**config.mk**
```make
export PLATFORM = sky130hd
export DESIGN_NAME = mem_port_arbiter
export DESIGN_NICKNAME = d
export VERILOG_FILES = /design/src/rtl/mem_port_arbiter.sv
export SDC_FILE = /design/constraint.sdc
export NUM_CORES = 1
export LEC_CHECK = 0
export CAP_MARGIN = 20
export CORE_UTILIZATION = 40
export DETAILED_ROUTE_END_ITERATION = 6
export DONT_BUFFER_PORTS = 1
export GPL_ROUTABILITY_DRIVEN = 0
export HOLD_SLACK_MARGIN = 0.03
export MAX_ROUTING_LAYER = met4
export REMOVE_ABC_BUFFERS = 1
export SLEW_MARGIN = 10
export SYNTH_ARGS = -nofsm -noshare
export SYNTH_HDL_FRONTEND = slang
export SYNTH_SLANG_ARGS = --single-unit
```
**constraint.sdc**
```tcl
create_clock -name clk -period 2.2 [get_ports clk]
set_clock_uncertainty 0.15 [all_clocks]
set_input_delay 0.55 -clock clk [delete_from_list [all_inputs] [get_ports clk]]
set_output_delay 0.55 -clock clk [all_outputs]
set_load 0.1 [all_outputs]
```
**src/rtl/mem_port_arbiter.sv**
```systemverilog
// -----------------------------------------------------------------------------
// mem_port_arbiter
//   Shares one single-port memory between the DataPath instruction-fetch port
//   (if_*) and its load/store port (d_*). One access is in flight at a time:
//   a winner is granted in IDLE, its fields are latched and presented on the
//   memory side (REQ), and the response is routed back to the owner (RESP).
//   A watchdog aborts an access that spends TIMEOUT_CYCLES cycles in REQ+RESP
//   and answers the owner with err=1, rdata=0.
//
// Optional feature (compile-time macro ARB_ROUND_ROBIN_EN):
//   defined   : contention is resolved by a last-owner flag (alternating).
//   undefined : fixed priority, the data port always beats the fetch port.
//
// Parameters
//   ADDR_WIDTH      address width of both requesters and the memory
//   DATA_WIDTH      data width; byte-enable width is DATA_WIDTH/8
//   TIMEOUT_CYCLES  cycles allowed in REQ+RESP before abort (>= 2)
//
// Ports
//   clk, rst                 clock (rising edge), synchronous active-high reset
//   if_req/if_addr           fetch request, held until if_gnt
//   if_gnt                   combinational accept pulse (IDLE only)
//   if_rvalid/if_rdata/if_err fetch response (registered pulse, data held)
//   d_req/d_we/d_be/d_addr/d_wdata  load/store request, held until d_gnt
//   d_gnt/d_rvalid/d_rdata/d_err    as the if_* outputs
//   mem_req                  registered memory request, held until mem_gnt
//   mem_we/mem_be/mem_addr/mem_wdata  latched fields of the current winner
//   mem_gnt                  memory accepted mem_req
//   mem_rvalid/mem_rdata     memory response (reads and writes)
// -----------------------------------------------------------------------------
module mem_port_arbiter #(
  parameter int ADDR_WIDTH     = 32,
  parameter int DATA_WIDTH     = 32,
  parameter int TIMEOUT_CYCLES = 255
) (
  input  logic                      clk,
  input  logic                      rst,
  input  logic                      if_req,
  input  logic [ADDR_WIDTH-1:0]     if_addr,
  output logic                      if_gnt,
  output logic                      if_rvalid,
  output logic [DATA_WIDTH-1:0]     if_rdata,
  output logic                      if_err,
  input  logic                      d_req,
  input  logic                      d_we,
  input  logic [DATA_WIDTH/8-1:0]   d_be,
  input  logic [ADDR_WIDTH-1:0]     d_addr,
  input  logic [DATA_WIDTH-1:0]     d_wdata,
  output logic                      d_gnt,
  output logic                      d_rvalid,
  output logic [DATA_WIDTH-1:0]     d_rdata,
  output logic                      d_err,
  output logic                      mem_req,
  output logic                      mem_we,
  output logic [DATA_WIDTH/8-1:0]   mem_be,
  output logic [ADDR_WIDTH-1:0]     mem_addr,
  output logic [DATA_WIDTH-1:0]     mem_wdata,
  input  logic                      mem_gnt,
  input  logic                      mem_rvalid,
  input  logic [DATA_WIDTH-1:0]     mem_rdata
);

  localparam int BE_WIDTH = DATA_WIDTH / 8;
  localparam int CNT_W    = $clog2(TIMEOUT_CYCLES + 1);
  // The counter holds TIMEOUT_CYCLES-1 during the last allowed cycle.
  localparam logic [CNT_W-1:0] CNT_LAST = CNT_W'(TIMEOUT_CYCLES - 1);

  typedef enum logic [1:0] {
    ST_IDLE = 2'd0,
    ST_REQ  = 2'd1,
    ST_RESP = 2'd2
  } state_e;

  state_e                  state_q, state_d;
  logic [CNT_W-1:0]        cnt_q, cnt_d;
  logic                    owner_q, owner_d;        // 1 = load/store port owns the access
  logic                    mem_req_q, mem_req_d;
  logic                    mem_we_q, mem_we_d;
  logic [BE_WIDTH-1:0]     mem_be_q, mem_be_d;
  logic [ADDR_WIDTH-1:0]   mem_addr_q, mem_addr_d;
  logic [DATA_WIDTH-1:0]   mem_wdata_q, mem_wdata_d;
  logic                    if_rvalid_q, if_rvalid_d;
  logic                    if_err_q, if_err_d;
  logic [DATA_WIDTH-1:0]   if_rdata_q, if_rdata_d;
  logic                    d_rvalid_q, d_rvalid_d;
  logic                    d_err_q, d_err_d;
  logic [DATA_WIDTH-1:0]   d_rdata_q, d_rdata_d;

  logic                    sel_data_s;   // winner if a grant happens this cycle
  logic                    grant_s;
  logic                    timeout_s;
  logic                    resp_s;
  logic                    abort_s;

`ifdef ARB_ROUND_ROBIN_EN
  logic last_data_q, last_data_d;        // 1 = data port was granted last

  // Contention goes to the requester that did not win last time.
  always_comb begin
    sel_data_s  = d_req & (~if_req | ~last_data_q);
    last_data_d = last_data_q;
    if (grant_s) begin
      last_data_d = sel_data_s;
    end else begin
      last_data_d = last_data_q;
    end
  end

  // Last-owner flag register; reset value points at fetch so data wins first.
  always_ff @(posedge clk) begin
    if (rst) begin
      last_data_q <= 1'b0;
    end else begin
      last_data_q <= last_data_d;
    end
  end
`else
  // Fixed priority: the data port always wins.
  assign sel_data_s = d_req;
`endif

  assign timeout_s = (cnt_q == CNT_LAST);

  // FSM next-state, watchdog and memory-request control.
  always_comb begin
    state_d   = state_q;
    cnt_d     = cnt_q;
    mem_req_d = mem_req_q;
    grant_s   = 1'b0;
    resp_s    = 1'b0;
    abort_s   = 1'b0;
    case (state_q)
      ST_IDLE: begin
        if (if_req | d_req) begin
          grant_s   = 1'b1;
          mem_req_d = 1'b1;
          cnt_d     = '0;
          state_d   = ST_REQ;
        end else begin
          mem_req_d = 1'b0;
        end
      end
      ST_REQ: begin
        cnt_d = cnt_q + CNT_W'(1);
        // Timeout beats a simultaneous mem_gnt; a mem_rvalid here is ignored.
        if (timeout_s) begin
          abort_s   = 1'b1;
          mem_req_d = 1'b0;
          state_d   = ST_IDLE;
        end else if (mem_gnt) begin
          mem_req_d = 1'b0;
          state_d   = ST_RESP;
        end else begin
          mem_req_d = 1'b1;
        end
      end
      ST_RESP: begin
        cnt_d     = cnt_q + CNT_W'(1);
        mem_req_d = 1'b0;
        // A response arriving on the timeout cycle still counts as a response.
        if (mem_rvalid) begin
          resp_s  = 1'b1;
          state_d = ST_IDLE;
        end else if (timeout_s) begin
          abort_s = 1'b1;
          state_d = ST_IDLE;
        end else begin
          state_d = ST_RESP;
        end
      end
      default: begin
        mem_req_d = 1'b0;
        state_d   = ST_IDLE;
      end
    endcase
  end

  // Request latch and response routing.
  always_comb begin
    owner_d     = owner_q;
    mem_we_d    = mem_we_q;
    mem_be_d    = mem_be_q;
    mem_addr_d  = mem_addr_q;
    mem_wdata_d = mem_wdata_q;
    if (grant_s) begin
      owner_d = sel_data_s;
      if (sel_data_s) begin
        mem_we_d    = d_we;
        mem_be_d    = d_be;
        mem_addr_d  = d_addr;
        mem_wdata_d = d_wdata;
      end else begin
        // Fetches are full-word reads.
        mem_we_d    = 1'b0;
        mem_be_d    = {BE_WIDTH{1'b1}};
        mem_addr_d  = if_addr;
        mem_wdata_d = '0;
      end
    end else begin
      owner_d = owner_q;
    end

    if_rvalid_d = (resp_s | abort_s) & ~owner_q;
    if_err_d    = abort_s & ~owner_q;
    d_rvalid_d  = (resp_s | abort_s) & owner_q;
    d_err_d     = abort_s & owner_q;

    if_rdata_d = if_rdata_q;
    if (if_rvalid_d) begin
      if_rdata_d = resp_s ? mem_rdata : '0;
    end else begin
      if_rdata_d = if_rdata_q;
    end

    d_rdata_d = d_rdata_q;
    if (d_rvalid_d) begin
      d_rdata_d = resp_s ? mem_rdata : '0;
    end else begin
      d_rdata_d = d_rdata_q;
    end
  end

  // State, latch and registered outputs.
  always_ff @(posedge clk) begin
    if (rst) begin
      state_q     <= ST_IDLE;
      cnt_q       <= '0;
      owner_q     <= 1'b0;
      mem_req_q   <= 1'b0;
      mem_we_q    <= 1'b0;
      mem_be_q    <= '0;
      mem_addr_q  <= '0;
      mem_wdata_q <= '0;
      if_rvalid_q <= 1'b0;
      if_err_q    <= 1'b0;
      if_rdata_q  <= '0;
      d_rvalid_q  <= 1'b0;
      d_err_q     <= 1'b0;
      d_rdata_q   <= '0;
    end else begin
      state_q     <= state_d;
      cnt_q       <= cnt_d;
      owner_q     <= owner_d;
      mem_req_q   <= mem_req_d;
      mem_we_q    <= mem_we_d;
      mem_be_q    <= mem_be_d;
      mem_addr_q  <= mem_addr_d;
      mem_wdata_q <= mem_wdata_d;
      if_rvalid_q <= if_rvalid_d;
      if_err_q    <= if_err_d;
      if_rdata_q  <= if_rdata_d;
      d_rvalid_q  <= d_rvalid_d;
      d_err_q     <= d_err_d;
      d_rdata_q   <= d_rdata_d;
    end
  end

  assign if_gnt    = grant_s & ~sel_data_s;
  assign d_gnt     = grant_s & sel_data_s;
  assign mem_req   = mem_req_q;
  assign mem_we    = mem_we_q;
  assign mem_be    = mem_be_q;
  assign mem_addr  = mem_addr_q;
  assign mem_wdata = mem_wdata_q;
  assign if_rvalid = if_rvalid_q;
  assign if_err    = if_err_q;
  assign if_rdata  = if_rdata_q;
  assign d_rvalid  = d_rvalid_q;
  assign d_err     = d_err_q;
  assign d_rdata   = d_rdata_q;

endmodule

```
# After elaboration in Yosys (flattened, before gate mapping)
# Index checks and enable logic that the tools add are counted.
dict set report totals {
  input_bits 139
  register_bits 149
  n_memories 0
  latchBits 0
  elab_cells 58
  mem_bits_rw 0
  romBits 0
}
dict set report classes {
  div_mod_pow 0
  magnitude_cmp 0
  shifts 0
  mul 0
  bitwise 10
  eq_ne 5
  muxes 23
  add_sub_neg 1
  reduce_logical 5
}
# cell count
set ops {}
lappend ops {{two-way mux 32 bit} 3}
lappend ops {{one-hot mux 8 bit (2 select lines)} 1}
lappend ops {{two-way mux 2 bit} 5}
lappend ops {{two-way mux 1 bit} 9}
lappend ops {{adder 8 x 1 -> 8 bit, second input constant} 1}
lappend ops {{== test 8 bit, second input constant} 1}
lappend ops {{two-way mux 8 bit} 1}
lappend ops {{AND 1 bit} 6}
lappend ops {{one-hot mux 2 bit (3 select lines)} 1}
lappend ops {{two-way mux 4 bit} 1}
lappend ops {{one-hot mux 1 bit (2 select lines)} 2}
lappend ops {{AND reduction 2 bit} 2}
lappend ops {{inequality test 3 bit, second input constant} 1}
lappend ops {{== test 2 x 1 -> 1 bit, second input constant} 1}
lappend ops {{== test 2 bit, second input constant} 1}
lappend ops {{zero test 2 bit} 1}
lappend ops {{inequality test 2 bit, second input constant} 1}
lappend ops {{NOT 1 bit} 2}
lappend ops {{OR 1 bit} 2}
lappend ops {{nonzero test 2 bit} 1}
lappend ops {{OR reduction 2 bit} 1}

# Depth between registers and ports, before layout
dict set report logic_depth {
  ltp_word 6
  ltp_mapped 8
  mapped_depth_nobuf 6
}

# Least setup slack after synthesis
# Ideal clock, no wire load.
dict set report synth_path {
  path_type {in2out}
  startpoint {in d_req}
  endpoint {out if_gnt}
  stages 4
  slack_ns -0.830
  arrival_ns 2.330
  cell_sequence {buf_2 > o21ai_2 > clkbuf_1 > nor2_1}
}
dict set report synth_via {
  elab_chain_len 4
  elab_cells_between_ends 5
  classes_between {2 x mux; 3 x bitwise}
}
# item line
set synth_rtl {}
lappend synth_rtl {{from (decl)} 44} ;# input logic d_req,
lappend synth_rtl {{OR 1 bit} 134} ;# if (if_req | d_req) begin
lappend synth_rtl {{two-way mux 1 bit} 134}
lappend synth_rtl {{two-way mux 1 bit} 132} ;# case (state_q)
lappend synth_rtl {{AND 1 bit (*)} 258} ;# assign if_gnt = grant_s & ~sel_data_s;
lappend synth_rtl {{to (decl)} 40} ;# output logic if_gnt,
# Every way passes the cells marked *; elsewhere a longest branch is shown, timed or not.

# Worst setup path in the final report
dict set report layout_path {
  startpoint {reg state_q[1]}
  endpoint {reg d_rdata_q[5], in the netlist d_rdata[5]}
}
dict set report layout_via {
  elab_chain_len 4
  elab_cells_between_ends 7
  classes_between {2 x eq/ne; 3 x mux; 2 x bitwise}
}
# item line
set layout_rtl {}
lappend layout_rtl {{from (decl)} 74} ;# state_e state_q, state_d;
lappend layout_rtl {{from (signal assigned)} 241} ;# state_q <= state_d;
lappend layout_rtl {{== test 2 bit / == test 2 x 1 -> 1 bit (equally long branches)} 132}
lappend layout_rtl {{one-hot mux 1 bit (2 select lines) / two-way mux 1 bit (equally long branches)} 132}
lappend layout_rtl {{OR 1 bit} 205} ;# d_rvalid_d = (resp_s | abort_s) & owner_q;
lappend layout_rtl {{AND 1 bit} 205}
lappend layout_rtl {{to (signal assigned)} 254} ;# d_rdata_q <= d_rdata_d;
lappend layout_rtl {{to (decl)} 87} ;# logic [DATA_WIDTH-1:0] d_rdata_q, d_rdata_d;
# Several ways; a longest one is shown, not always the timed one.
# A chain may end at the register's enable or synchronous reset.

==> results.cfg <==
[run_status]
status = complete, no violations

[cts]
cts_root_buf = clkbuf_16
cts_buffers = 17
cts_tree = yes
cts_sinks = 149
htree_levels = 4
path_clk_slew_ps = 60
cts.path.max_buffers = 2
insertion_delay_ps = 420

[die]
placementRows = 42
dieWidth_um = 119.4
die-height_um = 119.4
io_pins = 279
initial_core_util_pct = 41.28
core_um2 = 13350
dieArea_um2 = 14250

[critical_path]
crit_chain = inv_2 > ha_4 > nand4_1 > o21bai_4 > a31oi_4 > a22o_1
worst-path-max-fanout = 32
rrSetupSlack_ps = 60
worstPathRequired_ps = 2410
path_class = flip-flop to flip-flop
cp_slowest_cell = a31oi_4
start_kind = flip-flop
cp.arrival_ps = 2350
cp-end-kind = flip-flop
max_stage_delay_ps = 770

[synthesis]
ys_ff_latch = 149
seq_area_frac_synth_pct = 54.13
yosysWarnings = 0
syn_area_um2 = 5510
synth.distinct_cells = 38
synthCells = 544
syn_area_per_cell_um2 = 10.13

[place]
dpl.hpwl_um = 10270
place_area_um2 = 6670
io_buffers = 0

[global_routing]
gr-usage-all-layers_pct = 21.11
grt_pass1_wl_um = 22760
antenna_found_initial = 0
grt_pass1_vias = 4528
grt_max_degree = 76
grt_overflow_total = 0

[timing]
period_minus_slack_ps = 2144
finalCritPeriodShare_pct = 97.45
hold_viol_final = 0
slew_violations = 0
max_slew.worst_pin.slew_ps = 919.4
slew-limit-headroom_pct = 38.71
rsz0062_at_grt = yes
setup_viol = 0
fmax_mhz = 466.4

[finish]
area_delta_synth_final_pct = 34.13
insertedDiodeCount = 0
fill_cells = 1166
drive_above_1_share_pct = 29.74
finalInstanceArea_um2 = 7391
layout.nets = 818

[detailed_routing]
drt_pass1_iterations = 5
routed_wirelength_um = 14560
routedWlPerCell_um = 16.89
ant_nets = 0
drtIter0Drc = 304
via_count = 4596
drc = 0
via_per_inst = 5.332

[flow_run]
drv_cap = 0

[power_and_ir_drop]
vdd_ir_drop_max_mv = 0.6013
power.total_mw = 8.110
power.density_nw_per_um2 = 1097
leakage_nw = 3.149

[min_path]
hold_path.class = input pin to flip-flop
cell families (layout without fill, tap and decap cells):
kind of cell | count (synthesis) | count (layout) | share of synthesized area, %
AO/OA/AOI/OAI | 157 | 157 | 21.57
XOR/XNOR | 5 | 5 | 0.7947
adder cells (fa/ha/maj) | 6 | 6 | 1.362
buffers and inverters | 51 | 193 | 4.518
flip-flops | 149 | 149 | 54.13
multiplexers | 32 | 32 | 5.813
AND/OR/NAND/NOR | 144 | 144 | 11.81
repair_timing:
item / in CTS / in global routing
endpoints found under the setup margin: 73 / 66
pin swaps: 5 / 32
hold endpoints to repair: 11 / 0
gates resized for setup: 12 / 4
hold buffers: 1 / 0
buffers inserted: 3 / 0
gates cloned: 0 / 0
critical path, delay by kind of cell, from the launching register on:
family	cells	cell delay, ps
AND/OR/NAND/NOR	1	150
AO/OA/AOI/OAI	3	1140
adder cells (fa/ha/maj)	1	240
buffers and inverters	1	50
flip-flops	1	340
synth_stat cells (all sizes together):
library cell | instances | area (um2)
a211oi | 33 | 247.7
nor2b | 1 | 6.260
and3 | 1 | 6.260
o21a | 1 | 7.510
nand2b | 1 | 6.260
and2 | 1 | 6.260
nand2 | 39 | 146.4
o31ai | 1 | 7.510
dfxtp | 149 | 2983
nor2 | 48 | 180.2
nand3 | 34 | 170.2
a21oi | 39 | 195.2
a21boi | 1 | 7.510
nor3b | 2 | 15.01
nand4b | 2 | 17.52
a22o | 64 | 560.5
mux2i | 32 | 320.3
nand3b | 4 | 30.03
o21ai | 12 | 63.81
clkbuf | 22 | 82.58
xnor2 | 5 | 43.79
nor4 | 2 | 12.51
nor3 | 4 | 20.02
or3 | 2 | 12.51
o211ai | 1 | 7.510
inv | 7 | 26.27
a31oi | 2 | 42.54
a41o | 1 | 21.27
and4 | 1 | 8.760
buf | 22 | 140.1
ha | 6 | 75.07
a211o | 1 | 8.760
o21bai | 1 | 18.77
nand4 | 2 | 12.51
through the flow:
stage / hold WS [ps] / cells / utilization (%) / setup TNS [ps] / setup WS [ps]
6_report: 59.17 / 862 / 55.37 / 0 / 56.01
5_1_grt: 34.71 / 862 / 55.37 / -1576 / -41.14
4_1_cts: 30.61 / 862 / 55.29 / 0 / 4.367
3_5_place_dp: 305.6 / 826 / 49.97 / -5927 / -121.2
3_3_place_gp: 307.7 / 826 / 49.97 / -1888 / -39.27
2_1_floorplan: 326.5 / 500 / - / -56480 / -1629
routing by layer:
layer / track usage (%) / up-vias / wire length (um)
li1: - / 2230 / -
met1: 23.09 / 2120 / 5861
met2: 34.70 / 218 / 7055
met3: 7.184 / 28 / 1239
met4: 9.453 / 0 / 399
met5: - / - / 0
worst paths after layout:
check	start	to	cells past startpoint
min reg2reg	d_rdata[3]	d_rdata[3]	1
max reg2reg	state_q[1]	d_rdata[5]	6
min	rst	mem_wdata[12]	1
max	state_q[1]	d_rdata[5]	6
placed cells by master (no fill, tap or decap), drive strengths merged, types with 3 or more instances in the layout:
cell type	n
a211oi	33
bufinv	4
nand2	39
a21oi	39
mux2i	32
clkbuf	19
clkinv	3
nor2	48
nand3b	4
o21ai	12
buf	153
inv	11
a22o	64
xnor2	5
ha	6
nor3	4
dfxtp	149
nand3	34
cell type report:
type,instances,area [um2],area share (%)
tap,176,220.2,2.980
clock buffer,19,442.9,5.993
timing repair buffer,154,1195,16.17
inverter,7,26.28,0.3555
sequential,149,2987,40.41
clock inverter,13,192.7,2.607
multi-input combinational,344,2327,31.49
registers in the layout, summed over array words and instances (netlist names):
signal and cells:
cnt_q 8, d_err 1, d_rdata 32, d_rvalid 1, if_err 1, if_rdata 32
if_rvalid 1, mem_addr 32, mem_be 4, mem_req 1, mem_wdata 32, mem_we 1
owner_q 1, state_q 2
power by group:
part           internal, mW  total, mW  switching (mW)
registers              2.87       2.93          0.0603
clock network          1.94       3.10            1.15
logic                 0.454       2.08            1.63
No activity file was read; power rests on OpenSTA's default activity.
